--- src/rtl/tpu_skew_feeder.sv ---
// ============================================================================
//  Module   : tpu_skew_feeder
//  Brief    : Operand staging buffer that captures a DIM x DIM matrix row by
//             row and streams it diagonally skewed into a systolic MAC edge.
//             Build macro TPU_SKEW_TRANSPOSE_EN streams stored columns instead.
//  Revision : 1.0 - initial release
// ============================================================================
`default_nettype none

module tpu_skew_feeder #(
  parameter int BITS_AB = 8,
  parameter int DIM     = 8
) (
  input  logic                   clk,
  input  logic                   rst_n,
  input  logic                   en,
  input  logic                   load_vld,
  output logic                   load_rdy,
  input  logic [DIM*BITS_AB-1:0] load_row,
  input  logic                   start,
  output logic                   full,
  output logic                   out_vld,
  output logic [DIM*BITS_AB-1:0] a_out,
  output logic                   done
);

  localparam int c_rw = (DIM > 1) ? $clog2(DIM) : 1;
  localparam int c_tw = $clog2(2*DIM-1);
  localparam int c_w  = DIM*BITS_AB;
  localparam logic [c_rw-1:0] c_last_row = c_rw'(DIM-1);
  localparam logic [c_tw-1:0] c_last_t   = c_tw'(2*DIM-2);

  typedef enum logic [1:0] {
    ST_EMPTY  = 2'd0,
    ST_FULL   = 2'd1,
    ST_STREAM = 2'd2
  } state_t;

  state_t          r_state;
  state_t          w_state_nxt;
  logic [c_w-1:0]  r_mem [DIM];
  logic [c_rw-1:0] r_row_cnt;
  logic [c_tw-1:0] r_t_cnt;
  logic [c_w-1:0]  r_a_out;
  logic            r_out_vld;
  logic            r_done;
  logic            r_drain;
  logic [c_w-1:0]  w_skew;

  always_ff @(posedge clk or negedge rst_n) begin
    if (!rst_n) r_state <= ST_EMPTY;
    else        r_state <= w_state_nxt;
  end

  always_comb begin
    w_state_nxt = r_state;
    case (r_state)
      ST_EMPTY:  if (load_vld && r_row_cnt == c_last_row) w_state_nxt = ST_FULL;
      ST_FULL:   if (start) w_state_nxt = ST_STREAM;
      ST_STREAM: if (en && r_t_cnt == c_last_t) w_state_nxt = ST_EMPTY;
      default:   w_state_nxt = ST_EMPTY;
    endcase
  end

  // Lane i sits on anti-diagonal t_cnt: column (or row when transposed) t_cnt-i.
  always_comb begin
    w_skew = '0;
    for (int i = 0; i < DIM; i++) begin
      for (int c = 0; c < DIM; c++) begin
        if (int'(r_t_cnt) == i + c) begin
`ifdef TPU_SKEW_TRANSPOSE_EN
          w_skew[i*BITS_AB +: BITS_AB] = r_mem[c][i*BITS_AB +: BITS_AB];
`else
          w_skew[i*BITS_AB +: BITS_AB] = r_mem[i][c*BITS_AB +: BITS_AB];
`endif
        end
      end
    end
  end

  always_ff @(posedge clk or negedge rst_n) begin
    if (!rst_n) begin
      for (int r = 0; r < DIM; r++) r_mem[r] <= '0;
      r_row_cnt <= '0;
      r_t_cnt   <= '0;
      r_a_out   <= '0;
      r_out_vld <= 1'b0;
      r_done    <= 1'b0;
      r_drain   <= 1'b0;
    end else begin
      r_done <= 1'b0;
      // The closing done pulse waits for the first enabled edge after the stream.
      if (r_drain && en) begin
        r_a_out   <= '0;
        r_out_vld <= 1'b0;
        r_done    <= 1'b1;
        r_drain   <= 1'b0;
      end
      case (r_state)
        ST_EMPTY: begin
          if (load_vld) begin
            r_mem[r_row_cnt] <= load_row;
            r_row_cnt        <= (r_row_cnt == c_last_row) ? '0 : r_row_cnt + 1'b1;
          end
        end
        ST_FULL: begin
          if (start) r_t_cnt <= '0;
        end
        ST_STREAM: begin
          if (en) begin
            r_a_out   <= w_skew;
            r_out_vld <= 1'b1;
            if (r_t_cnt == c_last_t) begin
              r_t_cnt <= '0;
              r_drain <= 1'b1;
            end else begin
              r_t_cnt <= r_t_cnt + 1'b1;
            end
          end
        end
        default: ;
      endcase
    end
  end

  assign load_rdy = (r_state == ST_EMPTY);
  assign full     = (r_state == ST_FULL);
  assign out_vld  = r_out_vld;
  assign a_out    = r_a_out;
  assign done     = r_done;

endmodule

`default_nettype wire

--- config.mk ---
export PLATFORM = sky130hd
export DESIGN_NAME = tpu_skew_feeder
export DESIGN_NICKNAME = d
export VERILOG_FILES = /design/src/rtl/tpu_skew_feeder.sv
export SDC_FILE = /design/constraint.sdc
export NUM_CORES = 1
export LEC_CHECK = 0
export ABC_AREA = 1
export BUFFER_PORTS_ARGS = -buffer_cell sky130_fd_sc_hd__clkbuf_2
export CORE_ASPECT_RATIO = 0.6
export CORE_MARGIN = 2
export CORE_UTILIZATION = 40
export DETAILED_ROUTE_END_ITERATION = 12
export GPL_TIMING_DRIVEN = 0
export PLACE_DENSITY = 0.66
export SLEW_MARGIN = 10
export SYNTH_ARGS = -nofsm -noshare
export SYNTH_HDL_FRONTEND = slang
export SYNTH_SLANG_ARGS = --single-unit
--- constraint.sdc ---
create_clock -name clk -period 1.79 [get_ports clk]
set_input_delay 0.0895 -clock clk [delete_from_list [all_inputs] [get_ports clk]]
set_output_delay 0.0895 -clock clk [all_outputs]
set_load 0.05 [all_outputs]
# Word level (Yosys, flattened, before mapping)
# Cells that the tools add are included.
[word_totals]
latch_bits = 0
ff_bits = 588
in_bits = 69
rom_bits = 0
ram_bits = 0
memories = 0
[op_classes]
mul = 0
addsub = 2
order_cmp = 2
n_shift = 0
div = 0
n_eq_ne = 22
bitwise_logic = 1
n_mux = 87
n_reduce_logical = 10
[op_table]
columns = ["op", "n"]
rows = [
  ["bitwise mux 512 bit", 1],
  ["two-way mux 8 bit", 64],
  ["two-way mux 64 bit", 4],
  ["demux 64 bit (select 3 bit)", 1],
  ["equality test 4 bit (second input constant)", 9],
  ["equality test 4 x 3 -> 1 bit (second input constant)", 4],
  ["two-way mux 4 bit", 3],
  ["equality test 4 x 2 -> 1 bit (second input constant)", 2],
  ["two-way mux 1 bit", 8],
  ["case mux 4 bit (2 select lines)", 1],
  ["two-way mux 2 bit", 3],
  ["inequality test 2 bit (second input constant)", 3],
  ["case mux 2 bit (3 select lines)", 1],
  ["AND reduction 3 bit", 2],
  ["adder 4 x 1 -> 4 bit (second input constant)", 1],
  [">= comparator 4 bit (second input constant)", 1],
  ["logical AND 1 bit", 4],
  ["logical NOT 4 bit", 1],
  ["less-than comparator 4 x 1 -> 1 bit (second input constant)", 1],
  ["inverter 3 -> 4 bit", 1],
  ["adder 3 x 1 -> 3 bit (second input constant)", 1],
  ["equality test 3 bit (second input constant)", 1],
  ["two-way mux 3 bit", 1],
  ["equality test 2 x 1 -> 1 bit (second input constant)", 1],
  ["5 further kinds", 5],
]

# Longest topological paths before layout
# Gate-level depths: netlist of run 1.
[depth]
word_depth = 11
ltp_mapped = 12

# Worst setup path before layout of run 1
# OpenSTA, ideal clock, no wires.
[synth_path]
path_kind = "register to register"
startpoint = "register r_state[1]"
endpoint = "register r_mem[291] in the netlist's numbering"
synth_period_minus_slack_ns = 1.983
t_arrival_ns = 1.856
setup_time_ns = 0.127
path_stages_with_launch = 9
path_slack_ns = -0.193
cell_sequence = "dfrtp_1 nor2_2 nand2_1 nor2_2 inv_1 nor3_2 buf_2 buf_2 a21oi_1"
[synth_via]
elab_chain_cells = 2
[synth_rtl]
columns = ["element", "line_no", "source"]
rows = [
  ["from (decl)", "39", "state_t r_state;"],
  ["from (signal assigned)", "52", "else r_state <= w_state_nxt;"],
  ["logical NOT 2 bit", "-", ""],
  ["net load_rdy", "18", "output logic load_rdy,"],
  ["AND reduction 2 bit (no line)", "-", ""],
  ["to (signal, indexed assignment)", "102", "r_mem[r_row_cnt] <= load_row;"],
  ["to (decl)", "41", "logic [c_w-1:0] r_mem [DIM];"],
]
# The timed path passes the listed nets, and every way through them passes these cells.
# A chain may end at the register's enable or synchronous reset.

# Final worst setup path of run 1
[layout_path]
startpoint = "register r_t_cnt[0]"
endpoint = "register r_a_out[57], in the netlist a_out[57]"
[layout_via]
elab_chain_cells = 11
word_cells_on_any_way = 18
[layout_rtl]
columns = ["element", "line_no", "source"]
rows = [
  ["from (decl)", "43", "logic [c_tw-1:0] r_t_cnt;"],
  ["from (signal assigned)", "117", "r_t_cnt <= r_t_cnt + 1'b1;"],
  ["equality test 4 bit", "70", "if (int'(r_t_cnt) == i + c) begin"],
  ["two-way mux 8 bit (7 in series)", "70", ""],
  ["two-way mux 8 bit *", "70", ""],
  ["two-way mux 64 bit *", "110", "if (en) begin"],
  ["two-way mux 64 bit *", "99", "case (r_state)"],
  ["to (signal assigned)", "111", "r_a_out <= w_skew;"],
  ["to (decl)", "44", "logic [c_w-1:0] r_a_out;"],
]
# Every way passes the cells marked *; elsewhere a longest branch is shown, timed or not.

==> results of run 1 <==
-- placed cells by master (no fill, tap or decap), types with 14 or more instances in the layout --
cell type / instances
nand2_2: 21
clkbuf_1: 25
nand3_2: 17
or2_2: 23
buf_6: 45
nor2_4: 32
clkbuf_8: 23
clkbuf_16: 73
dlygate4sd3_1: 26
a21oi_1: 98
inv_1: 184
nor2_1: 192
o21ai_0: 367
clkbuf_2: 172
buf_12: 22
buf_8: 16
nand4_1: 38
dfrtp_1: 585
nand2_1: 855
o21bai_1: 14
nand3_1: 159
buf_2: 31
o21ai_1: 81
nor2_2: 32
buf_4: 49
nand2_4: 14
o21ai_2: 24
a21oi_2: 29
-- path summary, 6_finish.rpt --
path                         endpoint    startpoint  cells past startpoint  slack, ps
max                         a_out[57]    r_t_cnt[0]                     10       -130
min                        r_mem[461]         rst_n                      3         20
max reg2reg                 a_out[57]    r_t_cnt[0]                     10       -130
min reg2reg                r_mem[376]    r_mem[376]                      2        480
max in group asynchronous   a_out[28]         rst_n                      6        230
min in group clk           r_mem[162]  load_row[34]                      3         80
-- what timing repair did --
action / CTS / global route
endpoints found under the setup margin: 581 / 862
gates cloned: 0 / 23
hold buffers: 27 / 0
buffers inserted: 26 / 15
resized for setup: 302 / 498
endpoints found under the hold margin: 159 / 0
pin swaps: 29 / 49
-- power by group through the flow --
stage	logic, uW	registers, uW	clock network (uW)
global placement	11100	19500	0
detailed placement	11400	19500	0
floorplan	5760	21000	0
finish	14100	19600	11200
CTS	12700	19300	11100
global route	15300	20000	11700
-- metrics by stage --
| stage | setup WS [ps] | cell area, sq um | utilization [%] | hold WS, ps |
|---|---|---|---|---|
| final | -131.4 | 31800 | 50.93 | 20.87 |
| after floorplan | -19.80 | 25190 | - | -206.1 |
| after CTS | -49.53 | 30070 | 48.15 | 15.59 |
| after detailed placement | -829.9 | 27090 | 43.38 | 34.73 |
| after global routing | -174.3 | 31790 | 50.91 | 37.60 |
| after global placement | -13240 | 26920 | 43.11 | 298.3 |
-- per-layer routing --
layer | share of wire, % | wire [um]
met1 | 43 | 41320
met2 | 41 | 39090
met3 | 14 | 13200
met4 | 1.6 | 1539
met5 | 0.014 | 13
-- kinds of logic after synthesis --
family          Yosys count  synth area share, %
flops                   588                58.43
simple gates           1407                22.80
buf+inv                 376                6.036
compound gates          624                12.64
fa+ha+maj                 2              0.09935
-- final cells by class --
cell class	count	area, sq um	area share (%)
antenna	5	12.51	0.03934
buffer	176	1638	5.150
clock buffer	87	1574	4.949
clock inverter	4	20.02	0.06294
inverter	198	784.5	2.467
multi-input combinational	2033	9906	31.15
sequential	588	14720	46.28
tap	839	1050	3.301
timing repair buffer	233	2102	6.609
-- registers in the layout, indices dropped and copies added, names as in the netlist, named ones only --
name / count
r_mem: 512
done: 1
a_out: 64
out_vld: 1
r_row_cnt: 3
r_state: 2
r_t_cnt: 4
-- critical path: cells and delay by family, from the launching register on --
family	cells	cell delay (ps)
and+or+nand+nor	7	760
buffers and inverters	2	340
AOI/OAI and AO/OA	1	190
DFF	1	510
==> metrics.cfg, run 1 <==
[pwr]
ir_worst_vdd_v=0.0008320
totalPowerFinal_uw=44820
power_switching_uw=16890
pwr-share-comb_pct=31.5
p_sw_share_pct=37.68
p_clk_share_pct=24.9
p_int_uw=27930
seqPwrFrac_pct=43.6
power.density_mw_per_mm2=1409
p_leak_uw=0.01555

[timing]
setup_violations=55
fin_ws_ps=-131.4
fin_crit_ps=1921
finalCritPeriodShare_pct=107.3
finClkSkew_ps=19.45
fmax_ghz=0.5205
relSlewSlack_pct=45.22
tightest_slew_ps=820.7
rsz0062_at_grt=true
drv_slew=0
final_hold_viol_count=0
tns_ps=-2178

[clock_network]
clock_tree.root_cell=clkbuf_16
cts_tree=yes
cts_buffer_depth=3
cts_buffers=52
clk_pin_slew_ps=70
clock_latency_ps=610
cts_sinks=588
htree_levels=2

[route]
wl_mm=95.16
drc_errors=0
ant_nets=0
wl_per_cell_um=22.86
viasPerCell=5.612
drt-initial-drc-count=3614
via_count=23360
dr.pass1.iters=6

[die]
die_h_um=198.4
rows=71
core_sq_mm=0.06245
die_w_um=327.9
top_level_ports=137
initial_core_util_pct=40.33
die-area_sq_mm=0.06505

[status]
status=finished with violations
violations=negative setup slack

[worst_setup_path]
endpoint_kind=flop
max_stage_delay_ps=510
path_cells=nand2_4 -> nor2_4 -> buf_2 -> buf_4 -> nand2_1 -> nand3_1 -> nor2_2 -> nand3_1 -> o21bai_1 -> nand2_1
critPathLaunchType=flop
crit_arrival_ps=2410
cpMaxStageDelayCell=dfrtp_2
critPathMaxFanout=6
crit_required_ps=2280
critPathKind=flop to flop

[logic_synthesis]
synth-async-reset-ratio_pct=100.0
yosysWarningCount=0
synth_top_area_cell=dfrtp_1
synth_top_area_share_pct=58.43
synth_seq_cells=588
synth_most_common_cell=nand2_1
synth-edff-count=0
yosysUniqueCellTypes=29
synth_seq_area_share_pct=58.43
netlist_top_cells_area=dfrtp_1, nand2_1, o21ai_0, nor2_1, nand3_1
synth_flop_cell=dfrtp_1
postSynthAreaPerCell_sq_um=8.403
syn-cell-area_sq_mm=0.02518
synth_common_cells=nand2_1, dfrtp_1, o21ai_0, nor2_1, inv_1
synth_cells=2997
syn_nets=3068

[grt]
top_usage_layer=met1
grt_pass1_vias=21320
antenna_found_initial=8
grtUsageMet2_pct=38.57
met1_usage_pct=42.90
grt_max_degree=103
grt_util_met3_pct=9.818
globalRouteOverflowTotal=0
grt.total_usage_pct=28.14
grt_pass1_wl_mm=134.9

[final_layout]
syn2layout_area_growth_pct=26.29
final_nets=3353
drive_gt1_share_pct=20.46
final.fill_count=5775
final_cells=4163

[placement]
io_buffer_count=136
gp_congestion=0.9205
hpwlAfterDp_mm=67.24
placed_cells=3978

[flow_run]
drv_cap=0

[min_path]
hold_path.class=input port to async pin

Power figures use the tool's default switching activity.
==> run 2, diff against run 1 <==
--- a/config.mk
+++ b/config.mk
@@ -10,9 +10,10 @@
 export CORE_ASPECT_RATIO = 0.6
 export CORE_MARGIN = 2
 export CORE_UTILIZATION = 40
+export CTS_CLUSTER_SIZE = 12
 export DETAILED_ROUTE_END_ITERATION = 12
 export GPL_TIMING_DRIVEN = 0
-export PLACE_DENSITY = 0.66
+export PLACE_DENSITY = 0.61
 export SLEW_MARGIN = 10
 export SYNTH_ARGS = -nofsm -noshare
 export SYNTH_HDL_FRONTEND = slang
==> run 2 against run 1 <==
Net effect:
- the run ends with negative hold slack, negative setup slack left
- sequential power about the same
- die area unchanged
- sequential cell count unchanged
- combinational power up 9%
- first-iteration DRC count down 15%
- worst setup slack better by 18 ps
- critical path depth up 1
- wire length up 3.1%
- clock-buffer cell count down 17
- cell area up 3.9%
- utilization up 2.0 points
- largest power group unchanged
- highest routed layer unchanged
==> metrics.cfg, run 2 (synthesis gave the netlist of run 1 again) <==
[route]
wl_per_cell_um=23.52
dr.pass1.iters=6
wl_mm=98.09
drc_errors=0
drt-initial-drc-count=3087
viasPerCell=5.627
via_count=23470
ant_nets=0

[final_layout]
layout_commonest_cell=nand2_1
fin_util_pct=52.91
regArea_sq_mm=0.01472
drive_gt1_share_pct=27.21
syn2layout_area_growth_pct=31.21
final.fill_count=5682
final_nets=3384
final_area_sq_mm=0.03304
regMostFlops=r_mem
largest_reg_flops=512
final_cell_mix=nand2_1, dfrtp_1, o21ai_0
multiInputGateArea_sq_mm=0.01096

[placement]
hpwlAfterDp_mm=68.19
io_buffer_count=136
gp_congestion=0.9079
dp_slack_ps=-855.4
postPlaceCellArea_sq_mm=0.02709

[pwr]
p_leak_uw=0.01613
power.density_mw_per_mm2=1392
totalPowerFinal_uw=45980
ir_worst_vdd_v=0.0008341

[worst_setup_path]
r2r_setup_slack_ps=-110
critPathLaunchType=flop
max_stage_delay_ps=490
r2r_start=r_t_cnt[0]
critPathMaxFanout=5
crit_arrival_ps=2450
path_cells=buf_12 -> nand2_8 -> nor2_4 -> clkinv_4 -> buf_12 -> buf_6 -> nor2_1 -> nor2_1 -> nand4_1 -> nand3_1 -> nand2_1
endpoint_kind=flop
crit_required_ps=2340
reg2reg_depth=11
reg2reg_to=a_out[50]
cpMaxStageDelayCell=dfrtp_2
crit_path_end=a_out[50]
critPathLaunch=r_t_cnt[0]
critPathKind=flop to flop

[clock_network]
cts_tree=yes
htree_levels=2
holdBufCountCts=27
clock_latency_ps=620
cts_sinks=588
cts_buffers=56
clock_tree.root_cell=clkbuf_16
clk_pin_slew_ps=70
cts_buffer_depth=3

[timing]
tightest_slew_ps=903.0
fmax_ghz=0.5253
rsz0062_at_grt=true
fin_crit_ps=1904
whs_ps=-506.3
setup_violations=59
finClkSkew_ps=19.10
drv_slew=0
tns_ps=-2582
final_hold_viol_count=74
relSlewSlack_pct=39.80
finalCritPeriodShare_pct=106.4
fin_ws_ps=-113.8

[grt]
grt.total_usage_pct=28.95
antenna_found_initial=11
grt_pass1_vias=21690
grt_pass1_wl_mm=138.2
globalRouteOverflowTotal=0
grt_max_degree=103

[die]
core_sq_mm=0.06245
die_h_um=198.4
top_level_ports=137
initial_core_util_pct=40.33
die_w_um=327.9
die-area_sq_mm=0.06505
rows=71

[min_path]
hold_path.class=input port to async pin

[status]
status=finished with violations
violations=negative hold slack, negative setup slack

[flow_run]
drv_cap=0

run 2: cell types whose count changed in the layout (fill, tap and decap cells not counted), moves of 41 or more:
| cell | delta |
|---|---|
| nor2_1 | -95 |
| a21oi_1 | -60 |
| a21oi_2 | +59 |
| nor2_4 | +58 |
| o21ai_0 | +44 |
| nand3_1 | -41 |
run 2: timing repair:
action	CTS	global route
setup endpoints to repair	581	580
gates cloned	6	23
endpoints found under the hold margin	107	65
pin swaps	59	120
setup buffers	36	25
resized for setup	360	690
run 2: worst min-delay path by stage:
stage                            end  cells past startpoint    startpoint
after floorplan            async pin                      0         rst_n
after global placement    r_mem[166]                      3  load_row[38]
after detailed placement  r_mem[461]                      1         rst_n
after CTS                 r_mem[461]                      1         rst_n
after global routing      r_mem[461]                      1         rst_n
final                     r_mem[461]                      1         rst_n
run 2: area by class of cell:
cell class | instances | area share [%]
Timing Repair Buffer | 257 | 7.031
Tap cell | 839 | 3.177
Buffer | 178 | 5.028
Clock inverter | 1 | 0.03408
Clock buffer | 70 | 4.525
Sequential cell | 588 | 44.55
Inverter | 198 | 2.423
Multi-Input combinational cell | 2033 | 33.17
Antenna cell | 6 | 0.04544
Timing Repair inverter | 1 | 0.02272
run 2: routing by layer:
metal | wire, um | vias to the layer above | GRT usage [%]
met5 | 13 | - | 0
met4 | 1805 | 2 | 5.505
met3 | 12060 | 156 | 9.758
met2 | 40700 | 1297 | 40.13
met1 | 43510 | 11720 | 43.62
li1 | - | 10300 | -
run 2: per-stage QoR:
stage / instances / hold WS, ps
after floorplan: 2997 / -206.1
after global placement: 3972 / 312.5
after detailed placement: 3978 / 151.7
after CTS: 4118 / -490.0
after global routing: 4165 / -459.9
final: 4171 / -506.3
run 2: report_power, final:
group | internal (uW) | switching, uW | total, uW
clock | 5760 | 5200 | 11000
combinational | 5380 | 9870 | 15300
sequential | 17300 | 2500 | 19800
run 2: worst max-delay path, delay by kind of cell (launching register included):
kind,cells,cell delay (ps)
simple gates,7,730
flops,1,490
buf+inv,4,610
